File: config.mk
export PLATFORM = sky130hd
export DESIGN_NAME = motoro3_gate_monitor
export DESIGN_NICKNAME = d
export VERILOG_FILES = /design/src/rtl/motoro3_gate_monitor.sv
export SDC_FILE = /design/constraint.sdc
export NUM_CORES = 1
export LEC_CHECK = 0
export ABC_AREA = 0
export CORE_MARGIN = 2
export CORE_UTILIZATION = 30
export DETAILED_ROUTE_END_ITERATION = 16
export GPL_TIMING_DRIVEN = 1
export PLACE_DENSITY = 0.54
export SLEW_MARGIN = 20
export SYNTH_ARGS = -nofsm -noshare
export SYNTH_HDL_FRONTEND = slang
export SYNTH_SLANG_ARGS = --single-unit
File: constraint.sdc
create_clock -name clk -period 2.9 [get_ports clk]
set_clock_uncertainty 0.2 [all_clocks]
set_input_delay 0.725 -clock clk [delete_from_list [all_inputs] [get_ports clk]]
set_output_delay 0.725 -clock clk [all_outputs]
set_load 0.01 [all_outputs]
File: src/rtl/motoro3_gate_monitor.sv
// Receive-side checker for the six-line 3-phase gate bus: sector/direction/period decode plus latched faults.
// Optional dead-time checking is built when MON_DEADTIME_CHECK_EN is defined; otherwise faultDead is tied to 0.
module motoro3_gate_monitor #(
    parameter int          PW       = 20,
    parameter int unsigned TIMEOUT  = 20'd1000000,
    parameter int          DEAD_MIN = 4
) (
    input  logic          clk,
    input  logic          nRst,
    input  logic          aHP,
    input  logic          aLN,
    input  logic          bHP,
    input  logic          bLN,
    input  logic          cHP,
    input  logic          cLN,
    input  logic          clrFault,
    output logic [2:0]    sector,
    output logic          running,
    output logic          dirRev,
    output logic [PW-1:0] period,
    output logic          periodValid,
    output logic          faultShoot,
    output logic          faultSkip,
    output logic          faultDead,
    output logic          faultAny
);

    localparam int TW = $clog2(TIMEOUT + 1);

    typedef enum logic [1:0] {IDLE, ARMED, RUN} state_t;

    state_t        state, stateNext;
    logic [2:0]    hOn, lOn;            // bit 0 = A, 1 = B, 2 = C
    logic          patShoot, patOff, patValid;
    logic [2:0]    decSec;
    logic [2:0]    secPlus, secMinus;
    logic          stepFwd, stepRev, secChange, entry0, toHit;
    logic [2:0]    sectorNext;
    logic          dirRevNext, skipSet, deadSet;
    logic          shootNext, skipNext, deadNext;
    logic [TW-1:0] toCnt;
    logic [PW-1:0] pCnt;
    logic          haveRef;

    // Normalise to "switch on" sense at the input register.
    always_ff @(posedge clk or negedge nRst) begin
        if (!nRst) begin
            hOn <= '0;
            lOn <= '0;
        end else begin
            hOn <= {cHP, bHP, aHP};
            lOn <= ~{cLN, bLN, aLN};
        end
    end

    assign patShoot = |(hOn & lOn);
    assign patOff   = (hOn == 3'b000) && (lOn == 3'b000);

    always_comb begin
        patValid = 1'b1;
        decSec   = 3'd0;
        unique case ({hOn, lOn})
            6'b001_010: decSec = 3'd0;
            6'b001_100: decSec = 3'd1;
            6'b010_100: decSec = 3'd2;
            6'b010_001: decSec = 3'd3;
            6'b100_001: decSec = 3'd4;
            6'b100_010: decSec = 3'd5;
            default:    patValid = 1'b0;
        endcase
    end

    assign secPlus   = (sector == 3'd5) ? 3'd0 : sector + 3'd1;
    assign secMinus  = (sector == 3'd0) ? 3'd5 : sector - 3'd1;
    assign stepFwd   = patValid && (decSec == secPlus);
    assign stepRev   = patValid && (decSec == secMinus);
    assign secChange = patValid && (decSec != sector);
    assign entry0    = patValid && (decSec == 3'd0) && ((state == IDLE) || (sector != 3'd0));
    assign toHit     = (state != IDLE) && !secChange && (toCnt >= TW'(TIMEOUT - 1));

    always_ff @(posedge clk or negedge nRst) begin
        if (!nRst) state <= IDLE;
        else       state <= stateNext;
    end

    always_comb begin
        stateNext  = state;
        sectorNext = sector;
        dirRevNext = dirRev;
        skipSet    = 1'b0;
        if (patOff) begin
            stateNext = IDLE;
        end else if (patShoot) begin
            stateNext = state;
        end else if (!patValid) begin
            skipSet = 1'b1;
        end else begin
            sectorNext = decSec;
            unique case (state)
                IDLE: stateNext = ARMED;
                ARMED: begin
                    if (stepFwd) begin
                        stateNext  = RUN;
                        dirRevNext = 1'b0;
                    end else if (stepRev) begin
                        stateNext  = RUN;
                        dirRevNext = 1'b1;
                    end else if (secChange) begin
                        skipSet = 1'b1;
                    end
                end
                RUN: begin
                    // A single step either way is legal; it just sets the direction.
                    if (stepFwd)        dirRevNext = 1'b0;
                    else if (stepRev)   dirRevNext = 1'b1;
                    else if (secChange) begin
                        skipSet   = 1'b1;
                        stateNext = ARMED;
                    end
                end
                default: stateNext = IDLE;
            endcase
        end
        if (toHit) stateNext = IDLE;
    end

    assign running = (state == RUN);

`ifdef MON_DEADTIME_CHECK_EN
    localparam int DW = $clog2(DEAD_MIN + 1);

    logic [2:0][DW-1:0] offCnt;
    logic [2:0]         prevH, prevL, lastH, lastL, deadHit;

    always_comb begin
        deadHit = '0;
        for (int i = 0; i < 3; i++) begin
            deadHit[i] = (((hOn[i] & ~prevH[i]) & lastL[i]) | ((lOn[i] & ~prevL[i]) & lastH[i]))
                         && (offCnt[i] < DW'(DEAD_MIN));
        end
    end

    always_ff @(posedge clk or negedge nRst) begin
        if (!nRst) begin
            offCnt <= '0;
            prevH  <= '0;
            prevL  <= '0;
            lastH  <= '0;
            lastL  <= '0;
        end else begin
            for (int i = 0; i < 3; i++) begin
                prevH[i] <= hOn[i];
                prevL[i] <= lOn[i];
                if (hOn[i] | lOn[i])                 offCnt[i] <= '0;
                else if (offCnt[i] != DW'(DEAD_MIN)) offCnt[i] <= offCnt[i] + 1'b1;
                // Remember which side conducted last; a shoot-through cycle leaves it unchanged.
                if (hOn[i] & ~lOn[i]) begin
                    lastH[i] <= 1'b1;
                    lastL[i] <= 1'b0;
                end else if (lOn[i] & ~hOn[i]) begin
                    lastH[i] <= 1'b0;
                    lastL[i] <= 1'b1;
                end
            end
        end
    end

    assign deadSet = |deadHit;
`else
    assign deadSet = 1'b0;
`endif

    assign shootNext = patShoot | (faultShoot & ~clrFault);
    assign skipNext  = skipSet  | (faultSkip  & ~clrFault);
    assign deadNext  = deadSet  | (faultDead  & ~clrFault);

    always_ff @(posedge clk or negedge nRst) begin
        if (!nRst) begin
            sector      <= 3'd0;
            dirRev      <= 1'b0;
            toCnt       <= '0;
            pCnt        <= '0;
            haveRef     <= 1'b0;
            period      <= '0;
            periodValid <= 1'b0;
            faultShoot  <= 1'b0;
            faultSkip   <= 1'b0;
            faultDead   <= 1'b0;
            faultAny    <= 1'b0;
        end else begin
            sector      <= sectorNext;
            dirRev      <= dirRevNext;
            periodValid <= 1'b0;

            if ((state == IDLE) || (stateNext == IDLE) || secChange) toCnt <= '0;
            else if (toCnt != TW'(TIMEOUT))                          toCnt <= toCnt + 1'b1;

            // Period needs a reference sector-0 entry since IDLE before it can be measured.
            if ((stateNext == IDLE) || entry0) pCnt <= '0;
            else if ((state != IDLE) && (pCnt != '1)) pCnt <= pCnt + 1'b1;

            if (stateNext == IDLE) haveRef <= 1'b0;
            else if (entry0)       haveRef <= 1'b1;

            if (entry0 && (state == RUN) && haveRef) begin
                period      <= (pCnt == '1) ? pCnt : pCnt + 1'b1;
                periodValid <= 1'b1;
            end

            faultShoot <= shootNext;
            faultSkip  <= skipNext;
            faultDead  <= deadNext;
            faultAny   <= shootNext | skipNext | deadNext;
        end
    end

endmodule

==> After elaboration in Yosys (flattened, before gate mapping) <==
Index checks and enable logic that the tools add are counted.
Widths: inputs -> output; s select.
{ "totals": {"rom_bits": 0, "latchBits": 0, "ramBits": 0, "elab_cells": 110, "mem_count": 0, "input_bits": 9, "register_bits": 78, "output_inout_bits": 30} }
{ "op_classes": {"mux": 31, "add_sub_neg": 4, "n_reduce_logical": 33, "n_lt_le_gt_ge": 1, "bitwise_logic": 12, "n_eq_ne": 15, "shift": 0, "div_mod_pow": 0, "mul": 0} }
{ "ops": {"columns": ["operator", "n"], "rows": [
  ["$mux 20", 5],
  ["$add 20x1->20 const B", 2],
  ["$ne 20x20->1 const B", 2],
  ["$eq 20x20->1 const B", 1],
  ["$ge 20x20->1 const B", 1],
  ["$mux 2", 9],
  ["$pmux 3 s5", 1],
  ["$mux 1", 13],
  ["$eq 6x4->1 const B", 2],
  ["$eq 6x5->1 const B", 2],
  ["$eq 6x6->1 const B", 2],
  ["$logic_not 3->1", 4],
  ["$logic_and 1x1->1", 11],
  ["$reduce_bool 2->1", 5],
  ["$eq 3x3->1", 2],
  ["$mux 3", 2],
  ["$pmux 2 s3", 1],
  ["$reduce_or 6->1", 1],
  ["$reduce_and 5->1", 1],
  ["$logic_not 2->1", 2],
  ["$logic_or 1x1->1", 4],
  ["$or 1x1->1", 4],
  ["$add 3x1->3 const B", 1],
  ["$and 1x1->1", 3],
  ["other kinds (13)", 15]
]} }

==> Longest topological paths before layout <==
Gate-level depths: netlist of the first run.
{ "logic_depth": {"depth_word": 16, "depth_mapped": 11, "ltp_nobuf": 9} }

==> Worst setup path before layout of the first run <==
Ideal clock, no wire load.
{ "synth_timing": {"kind": "register to register", "start": "register pCnt[0]", "end": "register pCnt[1]", "path_buffers": 2, "stages_incl_launch_ff": 10, "t_required_ps": 2588, "t_arrival_ps": 2557, "synth_period_minus_slack_ps": 2868, "setup_ps": 112, "slack_ps": 32, "cell_sequence": "dfrtp_1 > ha_1 > nand3_1 > or4_1 > buf_2 > or4_1 > buf_2 > nand2b_2 > nand2_1 > a2111oi_2"} }
{ "synth_between": {"elab_chain_cells": 3, "word_cells_on_any_way": 6, "cone_classes": "1 x add/sub; 1 x eq/ne; 2 x mux; 2 x reduce/logical"} }
{ "synth_lines": {"columns": ["item", "line_no", "rtl"], "rows": [
  ["start, declared", "42", "logic [PW-1:0] pCnt;"],
  ["start signal, assigned", "200", "else if ((state != IDLE) && (pCnt != '1)) pCnt <= pCnt + 1'b1;"],
  ["$add 20x1->20 or $ne 20x20->1 (tied branches)", "200", null],
  ["$mux 20 or $logic_and 1x1->1 (tied branches)", "200", null],
  ["$mux 20 or $reduce_bool 2->1 (tied branches)", null, null]
]} }
Several ways; a longest one is shown, not always the timed one. The select of a mux whose other input is x is not followed.
A chain may end at the register's enable or synchronous reset.

==> Worst setup path after layout of the first run <==
{ "layout_timing": {"start": "register hOn[2]", "end": "register toCnt[11]"} }
{ "layout_between": {"elab_chain_cells": 16, "word_cells_on_any_way": 37, "cone_classes": "9 x eq/ne; 13 x mux; 1 x bitwise; 14 x reduce/logical"} }
{ "layout_lines": {"columns": ["item", "line_no", "rtl"], "rows": [
  ["start, declared", "33", "logic [2:0] hOn, lOn;"],
  ["start signal, assigned", "51", "hOn <= {cHP, bHP, aHP};"],
  ["$eq 6x6->1, or another cell as far along", "62", "unique case ({hOn, lOn})"],
  ["$pmux 3 s5 or $reduce_or 6->1 (tied branches)", null, null],
  ["$ne 3x3->1 or $mux 1 (tied branches)", "77, 62", null],
  ["$logic_and 1x1->1", "77", "assign secChange = patValid && (decSec != sector);"],
  ["$mux 2", "116", "else if (secChange) begin"],
  ["$mux 2", "115", "else if (stepRev) dirRevNext = 1'b1;"],
  ["$mux 2", "114", "if (stepFwd) dirRevNext = 1'b0;"],
  ["$pmux 2 s3", "99", "unique case (state)"],
  ["$mux 2", "95", "end else if (!patValid) begin"],
  ["$mux 2", "93", "end else if (patShoot) begin"],
  ["$mux 2", "91", "if (patOff) begin"],
  ["$mux 2", "124", "if (toHit) stateNext = IDLE;"],
  ["$logic_not 2->1", "195", "if ((state == IDLE) || (stateNext == IDLE) || secChange) toCnt <= '0;"],
  ["$logic_or 1x1->1", "195", null],
  ["$logic_or 1x1->1 *", "195", null],
  ["$mux 20 or $reduce_bool 2->1 (tied branches)", null, null],
  ["end signal, assigned", "196", "else if (toCnt != TW'(TIMEOUT)) toCnt <= toCnt + 1'b1;"],
  ["end, declared", "41", "logic [TW-1:0] toCnt;"]
]} }
Every way passes the cells marked *; elsewhere a longest branch is shown, timed or not.

==> results.md, run 1 <==
STA:
- The worst path needs 2.87 ns of the cycle, external delays included.
- The number of hold violations in the final report is 0.
- The number of slew-limit violations in the final report is 0.
- The maximum frequency from static timing analysis is 0.349 GHz.
- The accumulated negative setup slack is 0 ns.
- Setup violations remaining at the end of the flow were counted as 0.
- Setup repair after global routing could not meet its margin everywhere.
- The slack of the critical path is 0.0325 ns.
- The post-route fraction of the period consumed by the critical path is 0.989.
- The worst pin sits at a relative slew slack of 0.586.
- At the pin with the least slew margin, the transition time is 0.619 ns.

Worst setup path:
- The dominant delay contributor by cell family on the critical path is compound AO/OA/AOI/OAI gates.
- Of all nets on the critical path, the largest fanout is 20.
- The worst setup path is launched from a flop.
- Walking the worst path, the cells encountered are nor4b_4 -> buf_4 -> nand3_2 -> a2111o_1 -> o311ai_4 -> a21oi_2 -> o31a_1 -> and2_4 -> buf_12 -> nor4_4.
- The critical path buffer and inverter count is 2.
- At the worst endpoint, the required time is 2.94 ns.
- The endpoint arrival time on the critical path is 2.91 ns.
- In this design, the stage delay of the slowest critical-path cell is 0.46 ns.
- The critical-path cell with the highest stage delay is dfrtp_2.
- The worst setup path category is reg2reg.
- The sort of element at the end of the critical path is a flop.

Clock network:
- The TritonCTS clock tree is yes.
- Clock latency on the worst-skew pair, taken at its later pin, is 0.34 ns.
- Buffers inserted to repair hold after CTS numbered 0.
- The cell at the root of the clock tree is clkbuf_16.
- The total number of H-tree levels is 3.
- The number of clock buffers added by TritonCTS is 9.
- Clock-pin slew was measured on the worst setup and hold paths at 0.06 ns.
- No sink is reached through more buffers than the 2 on the longest clock path.
- The clock drives 78 sinks.

Die:
- The y dimension of the die is 129 um.
- The number of cell rows is 45.
- The initial utilization of the core area, before any placement, comes to 0.308.
- The number of placed I/O pins is 39.
- Measured along the x axis, the die boundary spans 129 um.
- The die footprint is 0.0168 sq mm.
- The area of the core is 0.0153 sq mm.

Yosys:
- The multiplexer area fraction after synthesis is 0.00451.
- For this run, the number of Yosys warnings is 0.
- The share of the synthesized area in compound gates (AO/OA/AOI/OAI) came to 0.0938.
- Synthesis inferred 78 register bits.
- The post-synthesis sequential area ratio is 0.414.
- The proportion of register bits with asynchronous set or reset after synthesis is 1.00.
- Counting flops with a built-in enable in the synthesized netlist gives 0.
- The adder-cell share of the synthesized area is 0.0212.
- The synthesized netlist contains 56 unique library cells.
- By area, the combinational part of the netlist is dominated by simple AND/OR/NAND/NOR gates.
- The synthesized cell area is 0.00472 sq mm.
- The number of nets in the synthesized netlist is 486.
- Of the total synthesized cell area, the portion taken by XOR and XNOR cells is 0.115.
- The synthesized area divided by synthesized cell count is 10.1 sq um.
- For this run, the leading register cell type out of synthesis is dfrtp_1.
- The cell count after synthesis came out at 469.
- Of the total synthesized cell area, the portion taken by AND, OR, NAND and NOR gates is 0.300.

Cells and area:
- Leaving out fill and tap cells, the most frequent cells in the layout are dfrtp_1 (72), nor2_1 (46), buf_4 (41).
- The most common cell after layout, fill and taps aside is dfrtp_1.
- The proportion of layout cells with a drive suffix above 1 is 0.250.
- The net count of the finished layout is 548.
- The total inserted antenna cells is 0.
- The filler-free cell count of the finished design is 747.
- Fill cells in the final layout number 1509.
- The relative area change from synthesis to final layout is 28.6%.

Run:
- Across the run, the number of max-cap violations was 0.

Pwr:
- The peak supply drop is 0.494 mV.
- In this run the power density over the cells is 571 mW/mm^2.
- The static leakage is 0.00228 uW.

Placed design:
- Prior to clock tree synthesis, the placed netlist has a worst setup slack of -0.154 ns.
- The count of buffers from port buffering is 38.
- The cell total after placement is 727.
- The weighted congestion at the end of routability-driven global placement is 0.770.
- Once detailed placement completed, the half-perimeter wirelength came to 7280 um.

Drt:
- The first TritonRoute pass finished after 5 iterations.
- Summed over all layers, the routed wires come to 10200 um.
- The detailed-route wire length per cell is 13.7 um.
- Using the TritonRoute via totals, the vias-per-cell ratio works out to 4.79.
- The detailed router placed 3576 vias in this run.
- After the first detailed-routing iteration, the DRC count stood at 198.
- After detailed routing, the number of remaining DRC violations is 0.
- The post-detailed-route count of antenna-violating nets is 0.

Global routing:
- The number of global-route vias before repair came to 3639.
- The first-pass GRT wire length is 17400 um.
- The global router's overall resource usage is 0.128.
- Entering global routing, the biggest net connects 49 pins.
- After global routing the overflow that remains totals 0.
- The number of antenna violations at the first check in global routing is 0.

Outcome:
- The flow ran to the end, and the final reports show no timing, DRC or antenna violations.

Hold path:
- The path class of the tightest hold or removal check is in2async.
[registers in the layout, summed over array words and instances (netlist names)]
signal,count
pCnt,20
period,20
toCnt,20
hOn,3
lOn,3
sector,3
state,2
dirRev,1
faultAny,1
faultDead,1
faultShoot,1
faultSkip,1
haveRef,1
periodValid,1
[per-layer routing]
layer  up-vias  track usage  routed length, um
met3        10       0.0293                335
met2        59        0.212               4830
li1       1788            -                  -
met5         -            0                  0
met4         0       0.0373                127
met1      1719        0.167               4910
[area by class of cell]
type                    instances  area [sq um]  share of cell area
multi-input cells             345          2740               0.451
flip-flops and latches         78          1960               0.323
clock buffers                  12           256              0.0423
clock inverters                 4          30.0             0.00495
inverters                      15          60.1             0.00990
repair buffers                 82           758               0.125
well taps                     211           264              0.0435
[per-stage QoR]
step	hold WS, ns	utilization	total power, uW	area (sq um)
finish	0.200	0.396	3460	6070
detailed placement	0.269	0.361	2270	5530
global route	0.244	0.396	3640	6070
CTS	0.216	0.383	3400	5860
floorplan	0.229	-	1920	4720
global placement	0.268	0.361	2250	5530
[path summary, 6_finish.rpt]
kind	endpoint	from	cells past startpoint	slack, ns
min in group clk	period[18]$_DFFE_PN0P_	period[18]$_DFFE_PN0P_	2	0.28
min reg2reg	period[18]$_DFFE_PN0P_	period[18]$_DFFE_PN0P_	2	0.28
max reg2reg	toCnt[11]$_DFFE_PN0P_	hOn[2]$_DFF_PN0_	10	0.03
max	toCnt[11]$_DFFE_PN0P_	hOn[2]$_DFF_PN0_	10	0.03
max in group asynchronous	period[0]$_DFFE_PN0P_	nRst	2	1.62
min	periodValid$_DFF_PN0_	nRst	1	0.20
[power by group]
| part | leakage [uW] | internal, uW | switching [uW] |
|---|---|---|---|
| sequential | 0.00105 | 1140 | 55.2 |
| clock | 0.000139 | 630 | 455 |
| combinational | 0.00109 | 454 | 731 |
| total | 0.00228 | 2220 | 1240 |
[cell usage after synthesis (9+ instances only)]
master | number | area, sq um
a21oi_1 | 11 | 55.1
a31oi_1 | 17 | 106
and3_1 | 12 | 75.1
clkbuf_1 | 14 | 52.6
dfrtp_1 | 78 | 1950
inv_1 | 14 | 52.6
nand2_1 | 38 | 143
nand3_1 | 25 | 125
nor2_1 | 48 | 180
nor3_1 | 9 | 45.0
nor4_2 | 37 | 463
o21ai_0 | 10 | 50.1
xnor2_1 | 28 | 245
xor2_1 | 30 | 263
[repair_timing]
item / CTS / global route
pin swaps: 3 / 6
setup endpoints to repair: 41 / 52
gates resized for setup: 10 / 26
setup buffers: 1 / 3
[cell families (layout without fill, tap and decap cells)]
group | Yosys count | in the layout
simple gates | 213 | 213
flops | 78 | 78
compound gates | 62 | 62
xor+xnor | 60 | 60
buf+inv | 46 | 113
fa+ha+maj | 8 | 8
mux | 2 | 2
No activity file was read; power rests on OpenSTA's default activity.
==> run 2, diff against run 1 <==
--- a/config.mk
+++ b/config.mk
@@ -10,7 +10,7 @@
 export CORE_UTILIZATION = 30
 export DETAILED_ROUTE_END_ITERATION = 16
 export GPL_TIMING_DRIVEN = 1
-export PLACE_DENSITY = 0.54
+export PLACE_DENSITY = 0.53
 export SLEW_MARGIN = 20
 export SYNTH_ARGS = -nofsm -noshare
 export SYNTH_HDL_FRONTEND = slang
==> constraint.sdc (replaced) <==
create_clock -name clk -period 3.15 [get_ports clk]
set_clock_uncertainty 0.2 [all_clocks]
set_input_delay 0.7875 -clock clk [delete_from_list [all_inputs] [get_ports clk]]
set_output_delay 0.7875 -clock clk [all_outputs]
set_load 0.01 [all_outputs]
==> run 2 against run 1 <==
Worst hold slack improved by 0.047 ns. Critical path type unchanged. Clock power is 6% higher. Wire length decreased by 4.1%. Largest power group is now the clock network. Setup slack better by 0.16 ns. Die area did not move. Non-clock buffer count decreased by 22. Critical path depth shrank 1.
==> results.md, run 2 (synthesized netlist as in run 1, its figures left out) <==
Worst setup path:
- The number of gates on the worst path with buffers counted is 9 (-1).
- The critical path buffer and inverter count was 1 (-1).
- The critical path goes through nor4b_4 -> nand2_2 -> xnor2_2 -> o311ai_4 -> a21oi_2 -> o31a_1 -> and2_2 -> buf_4 -> nor4_2.
- The worst setup path is launched from a flop.
- The reg-to-reg setup timing slack is 0.19 ns (+0.16 ns).
- The dominant delay contributor by cell family on the critical path is simple AND/OR/NAND/NOR gates.
- The critical-path cell with the highest stage delay is dfrtp_1.
- The stage delay of the slowest cell on the critical path came to 0.46 ns (about the same).
- The critical path in this run is classified as reg2reg.
- The worst register-to-register path ends at toCnt[1]$_DFFE_PN0P_.
- The cell count of the worst reg-to-reg path came to 9 (-1).
- The last element of the critical path is toCnt[1]$_DFFE_PN0P_.
- The endpoint arrival time on the critical path is 3.00 ns (+0.09 ns).
- The largest fanout of any net on the critical path was 12 (-40%).
- The data required time at the worst endpoint was 3.19 ns (+0.25 ns).
- The worst register-to-register path begins at hOn[0]$_DFF_PN0_.
- The worst setup path is captured at a flop.
- The startpoint of the most critical setup path is hOn[0]$_DFF_PN0_.

STA:
- The accumulated negative setup slack is 0 ns (unchanged).
- The total setup violations reported at the end of the flow is 0 (unchanged).
- The number of hold violations in the final report is 0 (unchanged).
- The normalized max-slew margin came to 0.474 (-0.112).
- The slew at the pin closest to its max-slew limit is 0.784 ns (+0.165 ns).
- The post-route fraction of the period consumed by the critical path is 0.939 (-0.0496).
- The maximum frequency from static timing analysis is 0.338 GHz (-3.1%).
- The number of slew-limit violations in the final report is 0 (unchanged).
- The shortest clock period the worst path allows after layout was 2.96 ns (+0.0908 ns).

Global routing:
- The first-pass GRT wire length was 16900 um (-3.2%).
- The number of global-route vias before repair is 3523 (-3.2%).
- The global routing met1 resource utilization came to 0.160 (-0.00714).
- The aggregate global routing overflow came to 0 (unchanged).
- The met3 capacity usage during global routing is 0.0268 (-0.00248).
- The number of antenna violations at the first check in global routing was 0 (unchanged).
- The largest net degree at the start of global routing is 46 (-6.1%).
- The met2 capacity usage during global routing is 0.208 (-0.00433).
- The layer with the highest usage after global routing is met2.
- The global router's overall resource usage was 0.123 (-0.00483).

Die:
- The horizontal extent of the die is 129 um (unchanged).
- The y dimension of the die is 129 um (unchanged).
- The number of cell rows is 45 (unchanged).
- The die footprint is 0.0168 sq mm (unchanged).
- The starting utilization of the core area was 0.308 (unchanged).
- The area of the core came to 0.0153 sq mm (unchanged).
- The number of placed I/O pins is 39 (unchanged).

Drt:
- The post-detailed-route count of antenna-violating nets came to 0 (unchanged).
- The number of design rule violations left after detail routing is 0 (unchanged).
- The total routed wirelength is 9790 um (-4.1%).
- The via density per instance came to 4.78 (-0.25%).
- The detailed-router iteration count before antenna repair is 7 (+2).
- The count of vias placed by the detailed router is 3462 (-3.2%).
- The number of DRC markers after the initial detailed-route iteration was 207 (+4.5%).
- The detailed-route wire length per cell came to 13.5 um (-1.2%).

Cells and area:
- The area growth from synthesis to layout is 21.3%.
- The total inserted antenna cells is 0 (unchanged).
- The filler-free cell count of the finished design is 725 (-2.9%).
- In the layout the commonest cells are dfrtp_1 (74), nor2_1 (47), nand2_1 (38).
- The final cell utilization of the core is 0.374 (-0.0224).
- The area of all placed cells without fillers is 0.00572 sq mm (-5.7%).
- The total number of nets in the final design is 526 (-4.0%).
- The largest registers in the layout are pCnt x20, period x20, toCnt x20.
- The library cell used most frequently in the layout, excluding fill and tap cells, is dfrtp_1.
- The proportion of layout cells with a drive suffix above 1 is 0.195 (-0.0554).

Clock network:
- The cell at the root of the clock tree is clkbuf_16.
- The TritonCTS buffer count is 9 (unchanged).
- The clock sink total came to 78 (unchanged).
- The total number of H-tree levels was 3 (unchanged).
- The clock latency reported for the late side of the worst-skew pair came to 0.34 ns (about the same).
- TritonCTS built the clock tree.
- The number of buffers between clock root and the deepest sink came to 2 (unchanged).
- The clock slew seen by the registers of the worst setup and hold paths is 0.06 ns (about the same).

Placed design:
- The weighted congestion at the end of routability-driven global placement came to 0.792 (+2.9%).
- The cell total after placement came to 704 (-3.2%).
- The count of buffers from port buffering is 38 (unchanged).
- The post-placement cell area came to 0.00533 sq mm (-3.6%).
- The placed wire-length estimate is 6980 um (-4.1%).

Pwr:
- The peak supply drop is 0.464 mV (-6.0%).
- The share of power burned in combinational logic is 0.277 (-0.065).
- The net switching fraction of the power came to 0.338 (-0.0208).
- The relative contribution of sequential cells to total power is 0.356 (+0.012).
- The clock network fraction of total power is 0.367 (+0.054).
- The cell internal power dissipation is 2080 uW (-6.6%).
- The static leakage came to 0.00217 uW (-4.6%).
- The switching power total came to 1060 uW (-15%).
- The power density relative to cell area is 547 mW/mm^2 (-4.1%).

Run:
- The max-capacitance violation count came to 0 (unchanged).

Hold path:
- The classification of the worst-slack hold path is in2async.

Outcome:
- The flow ran to the end, and the final reports show no timing, DRC or antenna violations.
[run 2: worst register-to-register path, cell delays in order (launching register included)]
cell	delay, ns
dfrtp_1	0.46
nor4b_4	0.40
nand2_2	0.15
xnor2_2	0.23
o311ai_4	0.36
a21oi_2	0.11
o31a_1	0.30
and2_2	0.23
buf_4	0.21
nor4_2	0.23
[run 2: layer usage]
metal,vias to the layer above,share of wire
met5,-,0
met4,0,0.0099
met3,9,0.034
met2,62,0.48
met1,1638,0.47
li1,1753,-
[run 2: how the worst min path moves through the flow]
stage	start	to	slack, ns	cells after the start
after floorplan	nRst	dirRev$_DFFE_PN0P_	0.29	0
after global placement	period[0]$_DFFE_PN0P_	period[0]$_DFFE_PN0P_	0.27	2
after detailed placement	period[0]$_DFFE_PN0P_	period[0]$_DFFE_PN0P_	0.27	2
after CTS	nRst	pCnt[12]$_DFFE_PN0P_	0.28	1
after global routing	nRst	period[7]$_DFFE_PN0P_	0.29	1
final	nRst	period[9]$_DFFE_PN0P_	0.25	1
[run 2: layout make-up]
cell class	count	area, sq um
multi-input combinational	345	2550
inverter	15	56.3
fill	1539	9590
clock inverter	6	91.3
timing repair buffer	60	566
sequential	78	1960
tap	211	264
clock buffer	10	239
[run 2: power groups by stage]
stage	registers, uW	clock network, uW	logic, uW
CTS	1110	1180	858
finish	1110	1150	869
floorplan	1120	0	656
global placement	1130	0	851
global route	1120	1220	959
detailed placement	1130	0	855
[run 2: stage by stage]
step           hold slack [ns]  worst slack, ns  total power, uW
2_1_floorplan            0.292            0.282             1770
3_3_place_gp             0.273            0.141             1980
3_5_place_dp             0.268          0.00135             1990
4_1_cts                  0.276           0.0106             3160
5_1_grt                  0.292          -0.0130             3300
6_report                 0.248            0.192             3130
[run 2: what timing repair did]
item                                    CTS  global route
resized for setup                         1             6
endpoints found under the setup margin    9            41
pin swaps                                 0             5
setup buffers                             0             5
hold buffers                              0             0
